===== src/rtl/order_manager.sv =====
`default_nettype none
// ============================================================================
// Module : order_manager
// Round timer, four timed order slots, spawn/delivery/expiry and the score
// total for the kitchen game.
// Rev    : 1.0  initial release
// ============================================================================
module order_manager #(
    parameter int CLK_HZ         = 65_000_000,
    parameter int GAME_SECONDS   = 180,
    parameter int ORDER_LIFE     = 20,
    parameter int SPAWN_PERIOD   = 8,
    parameter int DELIVER_POINTS = 20,
    parameter int EXPIRE_PENALTY = 10
) (
    input  logic            clock,
    input  logic            reset,
    input  logic [2:0]      game_state,
    input  logic            deliver_valid,
    output logic            deliver_ack,
    output logic            deliver_hit,
    output logic [3:0]      orders,
    output logic [3:0][4:0] order_times,
    output logic [7:0]      time_left,
    output logic [9:0]      point_total,
    output logic            game_over
);
    localparam int PRE_W = (CLK_HZ > 1) ? $clog2(CLK_HZ) : 1;
    localparam int SPN_W = (SPAWN_PERIOD > 1) ? $clog2(SPAWN_PERIOD) : 1;

    localparam logic [2:0]       c_GS_START = 3'd1;
    localparam logic [2:0]       c_GS_PLAY  = 3'd2;
    localparam logic [PRE_W-1:0] c_PRE_LAST = PRE_W'(CLK_HZ - 1);
    localparam logic [SPN_W-1:0] c_SPN_LAST = SPN_W'(SPAWN_PERIOD - 1);
    localparam logic [4:0]       c_LIFE     = 5'(ORDER_LIFE);
    localparam logic [7:0]       c_ROUND    = 8'(GAME_SECONDS);

    logic [PRE_W-1:0] r_pre;
    logic [SPN_W-1:0] r_spawn_cnt;
    logic             r_spawn_pending;

    logic             w_run;
    logic             w_tick;
    logic             w_tgt_any;
    logic             w_free_any;
    logic             w_deliver;
    logic             w_spawn;
    logic [1:0]       w_tgt;
    logic [1:0]       w_free;
    logic [4:0]       w_tgt_time;
    logic [3:0]       w_orders_nxt;
    logic [3:0][4:0]  w_times_nxt;
    int               w_n_expire;
    int               w_score;
    logic [9:0]       w_score_sat;

    always_comb begin
        w_run  = (game_state == c_GS_PLAY) && !game_over;
        w_tick = w_run && (r_pre == c_PRE_LAST);

        // Strict '<' keeps the lowest index on equal remaining times.
        w_tgt_any  = 1'b0;
        w_tgt      = '0;
        w_tgt_time = '0;
        for (int i = 0; i < 4; i++) begin
            if (orders[i] && (!w_tgt_any || order_times[i] < w_tgt_time)) begin
                w_tgt_any  = 1'b1;
                w_tgt      = 2'(i);
                w_tgt_time = order_times[i];
            end
        end

        w_free_any = 1'b0;
        w_free     = '0;
        for (int i = 3; i >= 0; i--) begin
            if (!orders[i]) begin
                w_free_any = 1'b1;
                w_free     = 2'(i);
            end
        end

        w_deliver = deliver_valid && w_run && w_tgt_any;
        w_spawn   = w_run && r_spawn_pending && w_free_any;

        w_orders_nxt = orders;
        w_times_nxt  = order_times;
        w_n_expire   = 0;
        for (int i = 0; i < 4; i++) begin
            if (w_deliver && w_tgt == 2'(i)) begin
                w_orders_nxt[i] = 1'b0;
                w_times_nxt[i]  = '0;
            end else if (w_tick && orders[i]) begin
                if (order_times[i] == 5'd1) begin
                    w_orders_nxt[i] = 1'b0;
                    w_times_nxt[i]  = '0;
                    w_n_expire      = w_n_expire + 1;
                end else begin
                    w_times_nxt[i] = order_times[i] - 5'd1;
                end
            end
            if (w_spawn && w_free == 2'(i)) begin
                w_orders_nxt[i] = 1'b1;
                w_times_nxt[i]  = c_LIFE;
            end
        end

        // Wide signed intermediate so 999 plus a bonus never wraps before the clamp.
        w_score = int'(point_total) - EXPIRE_PENALTY * w_n_expire
                + (w_deliver ? DELIVER_POINTS + int'(w_tgt_time) : 0);
        if (w_score < 0)
            w_score_sat = '0;
        else if (w_score > 999)
            w_score_sat = 10'd999;
        else
            w_score_sat = 10'(w_score);
    end

    always_ff @(posedge clock) begin
        if (reset) begin
            r_pre           <= '0;
            r_spawn_cnt     <= '0;
            r_spawn_pending <= 1'b0;
            orders          <= '0;
            order_times     <= '0;
            time_left       <= c_ROUND;
            point_total     <= '0;
            game_over       <= 1'b0;
            deliver_ack     <= 1'b0;
            deliver_hit     <= 1'b0;
        end else begin
            deliver_ack <= deliver_valid;
            deliver_hit <= w_deliver;
            if (game_state == c_GS_START) begin
                r_pre           <= '0;
                r_spawn_cnt     <= '0;
                r_spawn_pending <= 1'b1;
                orders          <= '0;
                order_times     <= '0;
                time_left       <= c_ROUND;
                point_total     <= '0;
                game_over       <= 1'b0;
            end else if (w_run) begin
                r_pre       <= w_tick ? '0 : r_pre + 1'b1;
                orders      <= w_orders_nxt;
                order_times <= w_times_nxt;
                point_total <= w_score_sat;
                if (w_tick) begin
                    if (time_left != 8'd0)
                        time_left <= time_left - 8'd1;
                    if (time_left == 8'd1)
                        game_over <= 1'b1;
                    r_spawn_cnt <= (r_spawn_cnt == c_SPN_LAST) ? '0 : r_spawn_cnt + 1'b1;
                end
                // A spawn consumes the request; a period boundary raises a new one.
                r_spawn_pending <= (r_spawn_pending && !w_spawn)
                                 || (w_tick && r_spawn_cnt == c_SPN_LAST);
            end
        end
    end
endmodule
`default_nettype wire


===== config.mk =====
export PLATFORM = sky130hd
export DESIGN_NAME = order_manager
export DESIGN_NICKNAME = d
export VERILOG_FILES = /design/src/rtl/order_manager.sv
export SDC_FILE = /design/constraint.sdc
export NUM_CORES = 1
export LEC_CHECK = 0
export CORE_MARGIN = 2
export CORE_UTILIZATION = 38
export DETAILED_ROUTE_END_ITERATION = 8
export MAX_ROUTING_LAYER = met4
export RECOVER_POWER = 50
export SYNTH_ARGS = -nofsm -noshare
export SYNTH_HDL_FRONTEND = slang
export SYNTH_SLANG_ARGS = --single-unit
export TNS_END_PERCENT = 100

===== constraint.sdc =====
create_clock -name clock -period 23.1 [get_ports clock]
set_input_delay 3.465 -clock clock [delete_from_list [all_inputs] [get_ports clock]]
set_output_delay 3.465 -clock clock [all_outputs]
set_load 0.01 [all_outputs]

==> results of run 1 <==
[power breakdown]
group,internal [mW],switching [mW],leakage [nW],total (mW)
clock,0.0839,0.0580,0.143,0.142
combinational,0.0637,0.0857,1.69,0.149
sequential,0.134,0.00456,0.605,0.138
total,0.281,0.148,2.44,0.430
[registers in the layout (all words and copies together) (netlist names)]
register / count
order_times: 20
r_spawn_cnt: 3
orders: 4
game_over: 1
point_total: 10
deliver_hit: 1
r_pre: 26
r_spawn_pending: 1
time_left: 8
deliver_ack: 1
[final cells by class]
cell class | count | share of cell area
Clock buffer | 10 | 0.0372
Clock inverter | 6 | 0.0106
Tap cell | 176 | 0.0358
Inverter | 38 | 0.0232
Multi-Input combinational cell | 509 | 0.567
Sequential cell | 75 | 0.244
Timing Repair Buffer | 52 | 0.0825
[per-stage QoR]
| step | hold WS [ps] | instance area (um^2) | setup WS, ps | util |
|---|---|---|---|---|
| 2_1_floorplan | 444 | 5220 | 11900 | - |
| 3_3_place_gp | 454 | 5880 | 10960 | 0.441 |
| 3_5_place_dp | 467 | 5880 | 10610 | 0.441 |
| 4_1_cts | 476 | 6180 | 10530 | 0.463 |
| 5_1_grt | 506 | 6160 | 9270 | 0.461 |
| 6_report | 471 | 6160 | 9940 | 0.461 |
[placed cells by master, fill, tap and decap left out, types with 3 or more instances in the layout]
master	instances
a211oi_1	4
a21o_1	3
a21oi_1	40
a22o_1	6
a22oi_1	3
a31oi_1	6
a32oi_1	3
and2_1	4
and3_1	7
and4_1	4
clkbuf_1	3
clkbuf_16	9
clkdlybuf4s50_1	3
dfxtp_1	75
dlygate4sd3_1	47
fa_1	6
ha_1	50
inv_1	38
mux2_2	4
mux2i_1	7
nand2_1	53
nand2b_1	9
nand3_1	28
nand3_2	3
nand3b_1	4
nand4_1	15
nor2_1	91
nor2b_1	3
nor3_1	20
nor4b_1	4
o211ai_1	4
o21a_1	6
o21ai_0	17
or3_1	12
or4_1	3
xnor2_1	21
xor2_1	26
[cells in the mapped netlist (all sizes together) (4+ instances only)]
cell,number
a211oi,4
or3,13
nor4b,6
mux2,4
a22o,6
mux2i,7
xnor2,22
dfxtp,75
nand2,54
nand4,15
nand2b,9
inv,38
nand3,31
and3,7
ha,50
o21ai,19
clkbuf,14
o21a,6
nor2,92
o211ai,4
a31oi,6
and2,5
and4,5
nand3b,4
xor2,26
a21oi,40
nor3,20
fa,6
[metal layers]
layer	up-vias	routed length, um	GRT usage	part of all wire
li1	2359	-	-	-
met1	2277	6220	0.242	0.47
met2	94	6300	0.307	0.48
met3	13	498	0.0442	0.038
met4	0	195	0.0532	0.015
met5	-	0	-	0
[worst reg2reg max path, delay by kind of cell, from the launching register on]
| kind | cells | cell delay [ps] |
|---|---|---|
| fa+ha+maj | 12 | 3840 |
| compound gates | 21 | 5570 |
| buf+inv | 4 | 290 |
| flops | 1 | 800 |
| simple gates | 7 | 1180 |
| mux | 3 | 910 |
[cells by family after synthesis]
kind of cell             Yosys count
AO/OA/AOI/OAI                    112
XOR/XNOR                          48
adder cells (fa/ha/maj)           56
buffers and inverters             55
flip-flops                        75
multiplexers                      11
AND/OR/NAND/NOR                  282
[final timing paths]
kind | endpoint | slack [ps] | cells past startpoint
worst min register to register | r_pre[1]$_SDFFE_PP0P_ | 470 | 2
worst min-delay path | r_pre[1]$_SDFFE_PP0P_ | 470 | 2
worst max register to register | point_total[2]$_SDFFE_PP0P_ | 10420 | 47
worst max-delay path | point_total[2]$_SDFFE_PP0P_ | 9940 | 34
==> run metrics, run 1 <==
Final setup viols 0; Synth top area share 0.288; area leader, netlist dfxtp_1; combinational family with the most area after synthesis simple AND/OR/NAND/NOR gates; hold path startpoint r_pre[1]$_SDFFE_PP0P_; Routed WL 13200 um; Critical Path Fanout Max 19; die footprint 14700 um^2; Fillers 1328; Worst R2R Start orders[0]$_SDFFE_PP0P_; synthesized area per cell 8.17 um^2; post-DP HPWL 9890 um; placed cells 850; Worst EP required 23340 ps; Final period util 0.570; Post-Syn Area 5220 um^2; floorplan core area 13300 um^2; die width 121 um; input/output buffers 50; Worst VDD drop 0.0452 mV; clock root buffer clkbuf_16; Top cell by count, worst path ha_1; first drt pass iteration count 5; Final Hold Viols 0; unrepaired setup endpoints after global routing no; Syn Nets 701; layout cell share with drive strength beyond 1 0.0565; clk_lat worst skew 340 ps; worst path bufs/invs 6; crit path from game_state[2]; P_leak 2.44 nW; total CTS buffers 9; sequential fraction of the synthesis area 0.288; nets 747; Worst slew margin 0.236; Rows 42; Slew Limit Fails 0; Worst-path clk slew 60 ps; CP Data Arrival Time 13400 ps; area grow syn2layout 18.1%; fin cells 866; Max clock buf depth 2; Post-Synth XOR/XNOR Area 0.0820; skew final 7.49 ps; Max-cap violations 0; routability cong. 0.903; synthesis-stage register bit count 75; flip-flop and latch area 1500 um^2; Slew @ Worst Pin 1130 ps; Async SR Flop Fraction 0; largest net degree at the start of global routing 30; Warnings, synthesis 0; overall power 0.430 mW; vias in the first global route 4475; CTS tree yes; element type at the critical path end flop; DR iter-0 viols 275; area occupied by multi-input gates 3490 um^2; Fin Setup TNS 0 ps; crit-path max cell delay 850 ps; area share of fa/ha/maj cells after synthesis 0.143; remaining antenna violation count 0; total track usage 0.191; Netlist cell types 71; DR WL/cell 15.3 um; Synth area leaders dfxtp_1 (29%), ha_1 (12%), nor2_1 (6.5%); H-tree lvl count 3; I/O pin cnt 51; Die H 121 um; DRC violations left 0; # hold bufs at CTS 0; Final min period 13160 ps; pwr dens 69.7 nW/um^2; Synth Flop Type dfxtp_1; PostCTS Resize Cnt 0; first-pass GRT wire length 21900 um; initial antenna violation count 0; clk sinks 75; Post CTS Setup Buffer Count 0; remaining global-route overflow 0; critical path's top delay family adder cells; type of the worst min-delay path flop to flop; Slowest-stage cell, CP a2111oi_2; Synth Area in Compound Gates 0.140; critical path type input pin to flop; vias per cell 5.48; Startpoint Class input pin; Mapped Cells 639; EDFF count, synth 0; diode count 0; via count 4743; run status completed; mux share of post-synthesis cell area 0.0221; Post-Synth Simple-Gate Area 0.284; fmax 0.0760 GHz; Initial Util 0.391
No activity file was read; power rests on OpenSTA's default activity.
==> run 2: changes to the inputs <==
==> constraint.sdc (replaced) <==
create_clock -name clock -period 12.69 [get_ports clock]
set_input_delay 1.9035 -clock clock [delete_from_list [all_inputs] [get_ports clock]]
set_output_delay 1.9035 -clock clock [all_outputs]
set_load 0.01 [all_outputs]
==> run 2 against run 1 <==
Compared with the run above:
- clock skew increased by 2.0 ps
- clock power increased by 67%
- hold slack improved by 9.3 ps
- critical path type is now flop to flop
- register-to-register slack got worse by 9300 ps
- sequential share of layout area decreased by 0.069 points
- sequential cell count unchanged
- via count decreased by 0.27%
- non-clock buffer count increased by 5
- final cell count increased by 0.46%
- wire length increased by 1.1%
- critical endpoint is now point_total[1]$_SDFFE_PP0P_
==> run metrics, run 2 (synthesis results as in run 1) <==
Final setup viols 0 (unchanged); largest reg by FF count r_pre; CP Data Arrival Time 11850 ps (-1550 ps); element type at the critical path end flop; diode count 0 (unchanged); die width 121 um (unchanged); run status completed; critical path type flop to flop; remaining antenna violation count 0 (unchanged); crit-path max cell delay 600 ps (-250 ps); Slowest-stage cell, CP dfxtp_1; Rows 42 (unchanged); nets 752 (+0.67%); first-pass GRT wire length 22400 um (+2.4%); Initial Util 0.391 (unchanged); Routed WL 13400 um (+1.1%); DRC violations left 0 (unchanged); Fin Setup TNS 0 ps (unchanged); Die H 121 um (unchanged); GR peak layer met2; routability cong. 0.899 (-0.42%); max reg flops 26 (unchanged); DR WL/cell 15.4 um (+0.66%); first drt pass iteration count 5 (unchanged); Startpoint Class flop; # hold bufs at CTS 0 (unchanged); Critical Path Fanout Max 15 (-4); Worst-path clk slew 60 ps (about the same); Top cell by count, worst path ha_1; skew final 9.45 ps (+1.97 ps); Worst slew margin 0.166 (-0.0703); Max-cap violations 0 (unchanged); clk sinks 75 (unchanged); commonest non-fill, non-tap cells in the layout nor2_1 (91), dfxtp_1 (75), nand2_1 (53), ha_1 (50), dlygate4sd3_1 (47); Final min period 11620 ps; crit path from orders[0]$_SDFFE_PP0P_; vias in the first global route 4556 (+1.8%); total CTS buffers 9 (unchanged); unrepaired setup endpoints after global routing no; clock root buffer clkbuf_16; floorplan core area 13300 um^2 (unchanged); initial antenna violation count 0 (unchanged); remaining global-route overflow 0 (unchanged); die footprint 14700 um^2 (unchanged); commonest non-fill, non-tap cell in the layout nor2_1; GR Util met1 0.252 (+0.00968); Final period util 0.915; Slew @ Worst Pin 1250 ps (+121 ps); fmax 0.0861 GHz; Worst R2R Start orders[0]$_SDFFE_PP0P_; placed cells 852 (+0.24%); type of the worst min-delay path flop to flop; Slew Limit Fails 0 (unchanged); met2 usage 0.310 (+0.00351); Worst EP required 12920 ps (-10420 ps); post-DP HPWL 10000 um (+1.6%); Max clock buf depth 2 (unchanged); pwr dens 130 nW/um^2 (+86%); via count 4730 (-0.27%); H-tree lvl count 3 (unchanged); grt met3 use 0.0249 (-0.0193); CTS tree yes; Final Hold Viols 0 (unchanged); biggest regs r_pre x26, order_times x20, point_total x10; clk_lat worst skew 350 ps (about the same); layout cell share with drive strength beyond 1 0.0634 (+0.00688); vias per cell 5.44 (-0.73%); area grow syn2layout 18.4%; total track usage 0.195 (+0.00382); I/O pin cnt 51 (unchanged); input/output buffers 50 (unchanged); largest net degree at the start of global routing 30 (unchanged); P_leak 2.44 nW (about the same); DR iter-0 viols 286 (+4.0%); fin cells 870 (+0.46%); Worst VDD drop 0.0914 mV (+100%); hold path startpoint r_pre[1]$_SDFFE_PP0P_
run 2: cell count changes in the layout (fill, tap and decap cells not counted), sizes merged:
cell,delta
buf,+5
bufinv,-1
clkinvlp,+1
inv,-1
run 2: per-stage QoR:
step	hold WS [ps]	util	power [mW]	instance area, um^2	setup slack (ps)
floorplan	444	-	0.460	5220	1490
global placement	453	0.442	0.522	5900	1280
detailed placement	467	0.442	0.525	5900	805
CTS	476	0.462	0.765	6170	747
global route	496	0.463	0.856	6180	140
finish	480	0.463	0.803	6180	1070
run 2: timing repair:
action / in CTS / in global routing
gates resized for setup: 0 / 2
endpoints found under the setup margin: 0 / 10
setup buffers: 0 / 3
run 2: critical path, delay by kind of cell, from the launching register on:
kind / cells / cell delay [ps]
flops: 1 / 600
mux: 3 / 930
compound gates: 19 / 4100
buf+inv: 7 / 710
simple gates: 9 / 1490
fa+ha+maj: 12 / 3670
run 2: worst paths after layout:
path	end	slack, ps	depth (start not counted)
hold / removal	r_pre[1]$_SDFFE_PP0P_	480	2
hold reg to reg	r_pre[1]$_SDFFE_PP0P_	480	2
setup reg to reg	point_total[1]$_SDFFE_PP0P_	1070	50
setup / recovery	point_total[1]$_SDFFE_PP0P_	1070	50
run 2: cell type report:
type | instances | area, um^2
inverter | 38 | 143
tap | 176 | 220
clock buffer | 10 | 239
sequential | 75 | 1500
multi-input combinational | 509 | 3500
timing repair buffer | 57 | 546
clock inverter | 5 | 30.0
fill | 1337 | 7170
run 2: report_power, final:
| group | leakage [nW] | switching (mW) | total (mW) | internal [mW] |
|---|---|---|---|---|
| Combinational | 1.70 | 0.168 | 0.314 | 0.147 |
| Sequential | 0.605 | 0.00793 | 0.252 | 0.244 |
| Clock | 0.130 | 0.102 | 0.237 | 0.135 |
run 2: routing by layer:
metal / up-vias / wire length, um
li1: 2375 / -
met5: - / 0
met1: 2230 / 6330
met2: 99 / 6240
met4: 0 / 320
met3: 26 / 476
==> run 3: changes to the inputs <==
--- a/config.mk
+++ b/config.mk
@@ -6,9 +6,10 @@
 export NUM_CORES = 1
 export LEC_CHECK = 0
 export CORE_MARGIN = 2
-export CORE_UTILIZATION = 38
+export CORE_UTILIZATION = 58
 export DETAILED_ROUTE_END_ITERATION = 8
 export MAX_ROUTING_LAYER = met4
+export PLACE_DENSITY = 0.81
 export RECOVER_POWER = 50
 export SYNTH_ARGS = -nofsm -noshare
 export SYNTH_HDL_FRONTEND = slang
==> run 3 against run 2 <==
Compared with the run above:
- clock power decreased by 9.3%
- sequential cell count unchanged
- power decreased by 5.6%
- critical path type unchanged
- clock-buffer cell count increased by 1
- setup slack got worse by 96 ps
- critical endpoint is now point_total[0]$_SDFFE_PP0P_
- utilization increased by 23 points
==> run metrics, run 3 (synthesis results as in run 1) <==
Critical Path Fanout Max 13 (-2); nets 749 (-0.40%); max reg flops 26 (unchanged); post-route cell area 6050 um^2 (-2.0%); Logic pwr share 0.385 (-0.007); Int Power 0.486 mW (-7.5%); routability cong. 1.05 (+17%); die footprint 9770 um^2 (-33%); total track usage 0.286 (+0.0910); total CTS buffers 9 (unchanged); Post CTS Setup Buffer Count 0 (unchanged); I/O pin cnt 51 (unchanged); Slew Limit Fails 0 (unchanged); Final Hold Viols 0 (unchanged); vias in the first global route 4686 (+2.9%); Max-cap violations 0 (unchanged); DR iter-0 viols 225 (-21%); first drt pass iteration count 5 (unchanged); post-DP HPWL 9670 um (-3.7%); DRC violations left 0 (unchanged); Worst EP required 12940 ps (+20 ps); skew final 14.2 ps (+4.79 ps); remaining global-route overflow 0 (unchanged); remaining antenna violation count 0 (unchanged); sequential share of power 0.331 (+0.018); Startpoint Class flop; Worst-path clk slew 80 ps (+20 ps); pwr dens 125 nW/um^2 (-3.7%); clock root buffer clkbuf_8; CP Data Arrival Time 11960 ps (+110 ps); biggest regs r_pre x26, order_times x20, point_total x10; first-pass GRT wire length 22400 um (unchanged); die width 98.8 um (-18%); DR WL/cell 16.6 um (+7.8%); Slowest-stage cell, CP dfxtp_1; input/output buffers 50 (unchanged); FF-to-FF path depth 48 (-4.0%); Initial Util 0.598 (+0.207); Worst R2R Start orders[0]$_SDFFE_PP0P_; Max clock buf depth 2 (unchanged); Slew @ Worst Pin 994 ps (-257 ps); critical path endpoint point_total[0]$_SDFFE_PP0P_; Final period util 0.923 (+0.00755); fmax 0.0854 GHz (-0.82%); Final setup viols 0 (unchanged); critical path's top delay family compound AO/OA/AOI/OAI gates; final core occ 0.694 (+0.231); element type at the critical path end flop; fin cells 800 (-8.0%); clock network power share 0.284 (-0.011); H-tree lvl count 3 (unchanged); Cell Area, Placed 5810 um^2 (-1.4%); P_leak 2.42 nW (-0.56%); vias per cell 6.00 (+10%); initial antenna violation count 0 (unchanged); WP depth 48 (-4.0%); CTS tree yes; Fin Setup TNS 0 ps (unchanged); via count 4803 (+1.5%); diode count 0 (unchanged); Worst slew margin 0.328 (+0.162); placed cells 784 (-8.0%); sw frac 0.358 (+0.0126); type of the worst min-delay path flop to flop; commonest non-fill, non-tap cells in the layout nor2_1 (91), dfxtp_1 (75), nand2_1 (53), ha_1 (50), dlygate4sd3_1 (46); worst path bufs/invs 5 (-2); crit path from orders[0]$_SDFFE_PP0P_; largest net degree at the start of global routing 30 (unchanged); unrepaired setup endpoints after global routing no; floorplan core area 8720 um^2 (-35%); area grow syn2layout 16.0%; crit-path max cell delay 530 ps (-70 ps); Switching Power 0.272 mW (-2.2%); clk_lat worst skew 370 ps (+20 ps); critical path type flop to flop; reg2reg end point_total[0]$_SDFFE_PP0P_; Routed WL 13200 um (-0.88%); commonest non-fill, non-tap cell in the layout nor2_1; hold slack 489 ps (+9.11 ps); Top cell by count, worst path ha_1; R2R setup slack 980 ps (-100 ps); Die H 98.8 um (-18%); run status completed; clk sinks 75 (unchanged); largest reg by FF count r_pre; Worst VDD drop 0.149 mV (+63%); Rows 34 (-19%); layout cell share with drive strength beyond 1 0.0636 (+0.000183); Final min period 11710 ps (+95.8 ps)
-- run 3: cell type report --
| class | instances | area (um^2) |
|---|---|---|
| Inverter | 38 | 143 |
| Timing Repair Buffer | 54 | 527 |
| Clock buffer | 11 | 141 |
| Fill cell | 719 | 2670 |
| Multi-Input combinational cell | 509 | 3520 |
| Tap cell | 108 | 135 |
| Clock inverter | 5 | 85.1 |
| Sequential cell | 75 | 1500 |
-- run 3: power by group through the flow --
stage,Combinational [mW],Clock [mW],Sequential [mW]
after floorplan,0.202,0,0.258
after global placement,0.265,0,0.256
after detailed placement,0.268,0,0.256
after CTS,0.271,0.219,0.251
after global routing,0.328,0.228,0.252
final,0.292,0.215,0.251
-- run 3: tightest hold or removal path, cell delays in order, from the launching register on --
cell and delay [ps]:
dfxtp_1 330, nand2_1 60, a21oi_1 60
-- run 3: timing repair --
item,CTS,global route
hold buffers,0,0
setup endpoints to repair,0,10
resized for setup,0,3
-- run 3: layer usage --
| layer | track usage | wire length, um | vias up |
|---|---|---|---|
| met5 | - | 0 | - |
| met4 | 0.0801 | 182 | 0 |
| met3 | 0.0433 | 659 | 18 |
| met2 | 0.457 | 6290 | 143 |
| met1 | 0.378 | 6110 | 2270 |
| li1 | - | - | 2372 |
-- run 3: worst min-delay path by stage --
stage                          start               endpoint  slack, ps  cells after the start
5_1_grt        r_pre[1]$_SDFFE_PP0P_  r_pre[1]$_SDFFE_PP0P_        510                      2
6_report       r_pre[1]$_SDFFE_PP0P_  r_pre[1]$_SDFFE_PP0P_        490                      2
3_5_place_dp   r_pre[1]$_SDFFE_PP0P_  r_pre[1]$_SDFFE_PP0P_        490                      2
3_3_place_gp   r_pre[1]$_SDFFE_PP0P_  r_pre[1]$_SDFFE_PP0P_        450                      2
4_1_cts        r_pre[1]$_SDFFE_PP0P_  r_pre[1]$_SDFFE_PP0P_        500                      2
2_1_floorplan  r_pre[1]$_SDFFE_PP0P_  r_pre[1]$_SDFFE_PP0P_        440                      2
-- run 3: through the flow --
step,worst slack (ps),power (mW)
4_1_cts,567,0.741
6_report,979,0.758
3_5_place_dp,641,0.525
3_3_place_gp,1170,0.521
2_1_floorplan,1490,0.460
5_1_grt,36.9,0.807
